**src/rtl/bcd_display_pkg.sv**
```systemverilog
// Shared widths and active-high seven-segment patterns (bit0=a .. bit6=g).
package bcd_display_pkg;

  localparam int unsigned SEG_W = 7;
  localparam int unsigned BCD_W = 4;

  localparam logic [SEG_W-1:0] SEG_0     = 7'b0111111;
  localparam logic [SEG_W-1:0] SEG_1     = 7'b0000110;
  localparam logic [SEG_W-1:0] SEG_2     = 7'b1011011;
  localparam logic [SEG_W-1:0] SEG_3     = 7'b1001111;
  localparam logic [SEG_W-1:0] SEG_4     = 7'b1100110;
  localparam logic [SEG_W-1:0] SEG_5     = 7'b1101101;
  localparam logic [SEG_W-1:0] SEG_6     = 7'b1111101;
  localparam logic [SEG_W-1:0] SEG_7     = 7'b0000111;
  localparam logic [SEG_W-1:0] SEG_8     = 7'b1111111;
  localparam logic [SEG_W-1:0] SEG_9     = 7'b1101111;
  localparam logic [SEG_W-1:0] SEG_DASH  = 7'b1000000;
  localparam logic [SEG_W-1:0] SEG_BLANK = 7'b0000000;

endpackage

```
**src/rtl/bcd_seg_decoder.sv**
```systemverilog
// Combinational BCD to active-high seven-segment decoder; non-decimal codes show a dash.
module bcd_seg_decoder
  import bcd_display_pkg::*;
(
  input  logic [BCD_W-1:0] iBcd,
  output logic [SEG_W-1:0] oSeg_c
);

  always_comb begin
    oSeg_c = SEG_DASH;
    case (iBcd)
      4'd0:    oSeg_c = SEG_0;
      4'd1:    oSeg_c = SEG_1;
      4'd2:    oSeg_c = SEG_2;
      4'd3:    oSeg_c = SEG_3;
      4'd4:    oSeg_c = SEG_4;
      4'd5:    oSeg_c = SEG_5;
      4'd6:    oSeg_c = SEG_6;
      4'd7:    oSeg_c = SEG_7;
      4'd8:    oSeg_c = SEG_8;
      4'd9:    oSeg_c = SEG_9;
      default: oSeg_c = SEG_DASH;
    endcase
  end

endmodule

```
**src/rtl/bcd_display_scan.sv**
```systemverilog
// Multiplexed BCD display scanner with frame-synchronous updates,
// leading-zero blanking and output-stage polarity control.
module bcd_display_scan
  import bcd_display_pkg::*;
#(
  parameter int unsigned NUM_DIGITS     = 4,
  parameter int unsigned SCAN_DIV       = 50000,
  parameter bit          ACTIVE_LOW_SEG = 1'b0,
  parameter bit          ACTIVE_LOW_DIG = 1'b0,
  parameter bit          BLANK_LEADING  = 1'b1
) (
  input  logic                        iClk,
  input  logic                        iRst_n,
  input  logic                        iLoad,
  input  logic [BCD_W*NUM_DIGITS-1:0] iBcd,
  input  logic [NUM_DIGITS-1:0]       iDp,
  input  logic                        iEnable,
  output logic [SEG_W-1:0]            oSeg,
  output logic                        oDp,
  output logic [NUM_DIGITS-1:0]       oDigit,
  output logic                        oFrame
);

  localparam int unsigned IDX_W  = (NUM_DIGITS > 1) ? $clog2(NUM_DIGITS) : 1;
  localparam int unsigned PRE_W  = $clog2(SCAN_DIV);
  localparam int unsigned DATA_W = BCD_W * NUM_DIGITS;

  localparam logic [SEG_W-1:0]      SEG_OFF = {SEG_W{ACTIVE_LOW_SEG}};
  localparam logic [NUM_DIGITS-1:0] DIG_OFF = {NUM_DIGITS{ACTIVE_LOW_DIG}};

  logic [PRE_W-1:0]      preCnt;
  logic [IDX_W-1:0]      digIdx;
  logic [DATA_W-1:0]     pendBcd;
  logic [NUM_DIGITS-1:0] pendDp;
  logic                  pendFlag;
  logic [DATA_W-1:0]     dispBcd;
  logic [NUM_DIGITS-1:0] dispDp;

  logic                  preTc_c;
  logic                  wrap_c;
  logic [BCD_W-1:0]      curBcd_c;
  logic                  curDp_c;
  logic                  curBlank_c;
  logic                  upperZero_c;
  logic [SEG_W-1:0]      decSeg_c;
  logic [NUM_DIGITS-1:0] digOneHot_c;

  assign preTc_c     = (preCnt == PRE_W'(SCAN_DIV - 1));
  assign wrap_c      = preTc_c && (digIdx == IDX_W'(NUM_DIGITS - 1));
  assign digOneHot_c = NUM_DIGITS'(1) << digIdx;

  // Prescaler and digit index
  always_ff @(posedge iClk or negedge iRst_n) begin
    if (!iRst_n) begin
      preCnt <= '0;
      digIdx <= '0;
    end else if (preTc_c) begin
      preCnt <= '0;
      digIdx <= wrap_c ? '0 : digIdx + IDX_W'(1);
    end else begin
      preCnt <= preCnt + PRE_W'(1);
    end
  end

  // Pending/display double buffer; a load on the wrap cycle lands in pending after the transfer
  always_ff @(posedge iClk or negedge iRst_n) begin
    if (!iRst_n) begin
      pendBcd  <= '0;
      pendDp   <= '0;
      pendFlag <= 1'b0;
      dispBcd  <= '0;
      dispDp   <= '0;
    end else begin
      if (wrap_c && pendFlag) begin
        dispBcd  <= pendBcd;
        dispDp   <= pendDp;
        pendFlag <= 1'b0;
      end
      if (iLoad) begin
        pendBcd  <= iBcd;
        pendDp   <= iDp;
        pendFlag <= 1'b1;
      end
    end
  end

  // Digit mux; walking down from the top tracks whether everything above is zero
  always_comb begin
    curBcd_c    = '0;
    curDp_c     = 1'b0;
    curBlank_c  = 1'b0;
    upperZero_c = 1'b1;
    for (int i = NUM_DIGITS - 1; i >= 0; i--) begin
      upperZero_c = upperZero_c && (dispBcd[i*BCD_W +: BCD_W] == '0);
      if (digIdx == IDX_W'(i)) begin
        curBcd_c   = dispBcd[i*BCD_W +: BCD_W];
        curDp_c    = dispDp[i];
        curBlank_c = BLANK_LEADING && (i != 0) && upperZero_c;
      end
    end
  end

  bcd_seg_decoder uDecoder (
    .iBcd   (curBcd_c),
    .oSeg_c (decSeg_c)
  );

  // Output registers; polarity applied only here
  always_ff @(posedge iClk or negedge iRst_n) begin
    if (!iRst_n) begin
      oSeg   <= SEG_OFF;
      oDp    <= ACTIVE_LOW_SEG;
      oDigit <= DIG_OFF;
      oFrame <= 1'b0;
    end else begin
      oFrame <= wrap_c;
      if (iEnable) begin
        oSeg   <= (curBlank_c ? SEG_BLANK : decSeg_c) ^ SEG_OFF;
        oDp    <= curDp_c ^ ACTIVE_LOW_SEG;
        oDigit <= digOneHot_c ^ DIG_OFF;
      end else begin
        oSeg   <= SEG_OFF;
        oDp    <= ACTIVE_LOW_SEG;
        oDigit <= DIG_OFF;
      end
    end
  end

endmodule

```
**config.mk**
```make
export PLATFORM = sky130hd
export DESIGN_NAME = bcd_display_scan
export DESIGN_NICKNAME = d
export VERILOG_FILES = /design/src/rtl/bcd_display_pkg.sv /design/src/rtl/bcd_seg_decoder.sv /design/src/rtl/bcd_display_scan.sv
export SDC_FILE = /design/constraint.sdc
export NUM_CORES = 1
export LEC_CHECK = 0
export CORE_MARGIN = 1.5
export CORE_UTILIZATION = 46
export CTS_CLUSTER_SIZE = 40
export DETAILED_ROUTE_END_ITERATION = 16
export PLACE_DENSITY = 0.7
export SETUP_SLACK_MARGIN = 0.5
export SLEW_MARGIN = 30
export SYNTH_ARGS = -nofsm -noshare
export SYNTH_HDL_FRONTEND = slang
export SYNTH_SLANG_ARGS = --single-unit
export TNS_END_PERCENT = 10
```
**constraint.sdc**
```tcl
create_clock -name iClk -period 6.4 [get_ports iClk]
set_input_delay 1.6 -clock iClk [delete_from_list [all_inputs] [get_ports iClk]]
set_output_delay 1.6 -clock iClk [all_outputs]
set_load 0.02 [all_outputs]
```
; ---- After elaboration in Yosys (flattened, before gate mapping)
; Memory sizes are Yosys's and may differ from the RTL's.
; Index checks and enable logic that the tools add are counted.
[classes]
n_shift = 1
mux = 20
n_eq_ne = 4
add_sub_neg = 2
n_reduce_logical = 9
[ops]
columns = op, n
row1 = two-way mux 4 bit, 5
row2 = "adder 16 x 1 -> 16 bit, second input constant", 1
row3 = "== test 16 bit, second input constant", 1
row4 = two-way mux 16 bit, 1
row5 = two-way mux 7 bit, 2
row6 = logical NOT 4 bit, 3
row7 = two-way mux 1 bit, 11
row8 = "== test 2 bit, second input constant", 2
row9 = logical AND 1 bit, 4
row10 = "left shift 1 x 2 -> 4 bit, first input constant", 1
row11 = "adder 2 x 1 -> 2 bit, second input constant", 1
row12 = "== test 2 x 1 -> 1 bit, second input constant", 1
row13 = logical NOT 2 bit, 1
row14 = two-way mux 2 bit, 1
row15 = nonzero test 2 bit, 1
[totals]
n_memories = 1
inputBits = 24
ff_bits = 72
mem_bits_ro = 112
output_inout_bits = 13
[memory_table]
columns = name, depth, width, rd, rd_ports_with_merged_regs, write_ports, line_no
row1 = (name not given), 16, 7, 1, 0, 0, bcd_seg_decoder.sv:11  ; case (iBcd)

; ---- Logic depth before layout (Yosys ltp)
; An unclocked memory read counts as a cell.
[depth]
ltp_word = 8
mapped_depth = 10
ltp_nobuf = 9

; ---- By module
; A second synthesis with hierarchy kept.
[unflattened]
cells_unflattened = 282
area_unflattened_um2 = 3333.2
[modules_own_cells]
columns = mod, cells_per_inst, area_per_inst_um2, seq_area_each_um2, instances
row1 = bcd_display_scan, 253, 3100.5, 1801.7, 1
row2 = bcd_seg_decoder, 29, 232.7, 0.0, 1

; ---- Worst setup path before layout
; Ideal clock, no wire load.
[synth_path]
path_type = register to register
startpoint = register digIdx[1]
endpoint = register oSeg[3]
t_required_ns = 6.318
path_stages_with_launch = 10
setup_time_ns = 0.082
arrival_ns = 2.443
setup_slack_ns = 3.875
cell_sequence = dfrtp_1 -> inv_1 -> ha_1 -> clkbuf_1 -> inv_2 -> o311ai_1 -> inv_1 -> ha_1 -> or3_1 -> a31oi_1
[synth_via]
elab_chain_len = 8
[synth_rtl]
columns = element, line_no
row1 = start: declaration, bcd_display_scan.sv:32  ; logic [IDX_W-1:0] digIdx;
row2 = start signal: assignment, bcd_display_scan.sv:59  ; digIdx <= wrap_c ? '0 : digIdx + IDX_W'(1);
row3 = == test 2 bit, bcd_display_scan.sv:95  ; if (digIdx == IDX_W'(i)) begin
row4 = two-way mux 4 bit (4 in series), bcd_display_scan.sv:95
row5 = memory (16 x 7 bit), -
row6 = two-way mux 7 bit *, bcd_display_scan.sv:118  ; oSeg <= (curBlank_c ? SEG_BLANK : decSeg_c) ^ SEG_OFF;
row7 = two-way mux 7 bit *, bcd_display_scan.sv:117  ; if (iEnable) begin
row8 = end signal: assignment, bcd_display_scan.sv:118
row9 = end: declaration, bcd_display_scan.sv:18  ; output logic [SEG_W-1:0] oSeg,
; Every way passes the cells marked *; elsewhere a longest branch is shown, timed or not.
; A chain may end at the register's enable or synchronous reset.

; ---- Worst setup path in the final report
[layout_path]
startpoint = register oDigit[1]
endpoint = output port oDigit[1]
[layout_rtl]
columns = element, line_no
row1 = start: declaration, bcd_display_scan.sv:20  ; output logic [NUM_DIGITS-1:0] oDigit,
row2 = start signal: assignment, bcd_display_scan.sv:120  ; oDigit <= digOneHot_c ^ DIG_OFF;
; No word-level cell between the ends.

==> flow_summary.toml <==
[outcome]
outcome = "finished clean"

[synthesis]
synthCells = 260
netlist_area_um2 = 3270
synth_flop_cell = "dfrtp_1"
ys_seq_area_frac = 0.551
synth_edf_count = 0
synth_fp_nets = 294
async_flop_share = 1.00
synth_warnings = 0
synth_cell_types = 39
syn_area_per_cell_um2 = 12.6
ys_ff_latch = 72

[timing]
rsz0062_at_grt = "false"
hold_viol_final = 0
maxSlewHeadroom = 0.436
min_period_ns = 2.88
setup_viol = 0
fmax_ghz = 0.347
fin_worst_skew_ns = 0.00941
finalSetupTns_ns = 0
fin_crit_sh = 0.450
worst_pin_slew_ns = 0.833
slew_violations = 0

[critical_path]
path_delay_family = "buffers and inverters"
cp_max_fo = 1
slowest_stage = "clkdlybuf4s50_1"
rrSetupSlack_ns = 3.59
arrival_ns = 1.28
end_kind = "primary output"
worstSetupPathType = "reg2out"
crit_chain = "clkdlybuf4s50_1"
worstPathRequired_ns = 4.80
critPathMaxStageDelay_ns = 0.60
path_buf_inv = 1
setup.worst_path.start_class = "flop"

[flow_run]
maxCapViolations = 0

[placed_design]
routabilityCongestion = 0.806
hpwl_um = 3650
portBuffers = 36
place_area_um2 = 3680

[clock_tree]
cts_inserted_buffers = 9
clock_latency_ns = 0.34
cts.clk_slew.worst_paths_ns = 0.07
clock-root-buffer = "clkbuf_8"
cts_tree = "done"
cts_resized = 0
cts_hold_buf = 0
postCtsSetupBuffers = 0
clockBufferDepth = 2
htree_levels = 3
clock-sinks = 72

[drt]
num_vias = 1985
highest_layer = "met4"
first_pass_iters = 4
antenna_left = 0
wl_met1_um = 2600
drc_errors = 0
wl_per_cell_um = 13.9
wl_met3_um = 263
met2_length_um = 2550
vias_per_cell = 4.99
drt_iter0_drc = 113
routed_wirelength_um = 5520

[power]
power_density_nw_per_um2 = 229
peakVddDrop_v = 0.000138
leakagePower_nw = 1.76
p_total_mw = 0.891

[die]
dieWidth_um = 87.3
io_pins = 37
die_h_um = 87.3
rows = 30
die_area_um2 = 7630
core_um2 = 6830
start_util = 0.479

[global_route]
grt_pass1_vias = 1942
grt-ovfl-total = 0
grt_pass1_wl_um = 9410
grt_max_degree = 73
grt_use_total = 0.165
grt_antenna_before_repair = 0

[layout]
drive_above_1_share = 0.212
final_area_um2 = 3890
area_growth_pct = 18.9
fin_util = 0.569
final_nets = 332
antenna_cells = 0
final_cell_mix = "72 x dfrtp_1, 34 x clkdlybuf4s50_1, 21 x mux2_2"
layout_commonest_cell = "dfrtp_1"

[worst_hold_path]
hold_class = "reg2reg"
==> registers in the layout (all words and copies together) (netlist names), 2 cells and up <==
register and flops:
digIdx 2, dispBcd 16, dispDp 4, oDigit 4
oSeg 7, pendBcd 16, pendDp 4, preCnt 16
==> cell type report <==
cell class,instances,area (um^2)
Inverter,9,33.8
Timing Repair Buffer,37,362
Tap cell,96,120
Clock inverter,2,37.5
Fill cell,590,2940
Multi-Input combinational cell,169,1370
Clock buffer,13,169
Sequential cell,72,1800
==> cell families after synthesis <==
family,after synthesis,share of synthesized area
AND/OR/NAND/NOR,76,0.123
adder cells (fa/ha/maj),10,0.0382
multiplexers,41,0.164
buffers and inverters,19,0.0317
AO/OA/AOI/OAI,28,0.0551
flip-flops,72,0.551
XOR/XNOR,14,0.0375
==> final timing paths <==
kind / to / from / cells past startpoint
worst min-delay path: pendFlag / pendFlag / 1
min in group asynchronous: dispDp[1] / iRst_n / 2
worst min register to register: pendFlag / pendFlag / 1
worst max-delay path: oDigit[1] / oDigit[1] / 1
max in group asynchronous: preCnt[6] / iRst_n / 2
worst max register to register: oSeg[3] / digIdx[1] / 8
==> stage by stage <==
stage | hold slack [ns] | setup WS (ns) | cells
global route | 0.499 | 3.31 | 398
detailed placement | 0.466 | 3.10 | 383
finish | 0.479 | 3.52 | 398
floorplan | 0.451 | 3.88 | 260
global placement | 0.460 | 3.12 | 383
CTS | 0.482 | 3.47 | 398
==> Yosys cell counts, drive strengths merged, types with 2 or more instances <==
library cell,count,share of area
dfrtp,72,0.55
mux2,41,0.16
nand2,18,0.021
nor2,17,0.022
nand3,11,0.018
ha,10,0.038
inv,9,0.010
xor2,9,0.024
a21oi,8,0.012
clkbuf,7,0.0080
and2,6,0.011
o21ai,5,0.0076
xnor2,5,0.013
a31oi,4,0.0076
nor3,4,0.0061
or4,4,0.010
buf,3,0.013
nand2b,3,0.0057
nand3b,3,0.0069
nand4,3,0.0057
o211ai,3,0.0069
or3,3,0.0057
a21o,2,0.0046
and3,2,0.0054
o311ai,2,0.0054
==> layer usage <==
metal,vias up,global-route usage
li1,982,-
met1,956,0.211
met2,39,0.253
met3,8,0.0521
met4,0,0.0779
met5,-,0
==> where the power goes <==
| group | leakage, nW | switching (mW) | internal [mW] |
|---|---|---|---|
| sequential | 0.925 | 0.00785 | 0.470 |
| clock | 0.102 | 0.154 | 0.210 |
| combinational | 0.734 | 0.0204 | 0.0283 |
No activity file was read; power rests on OpenSTA's default activity.
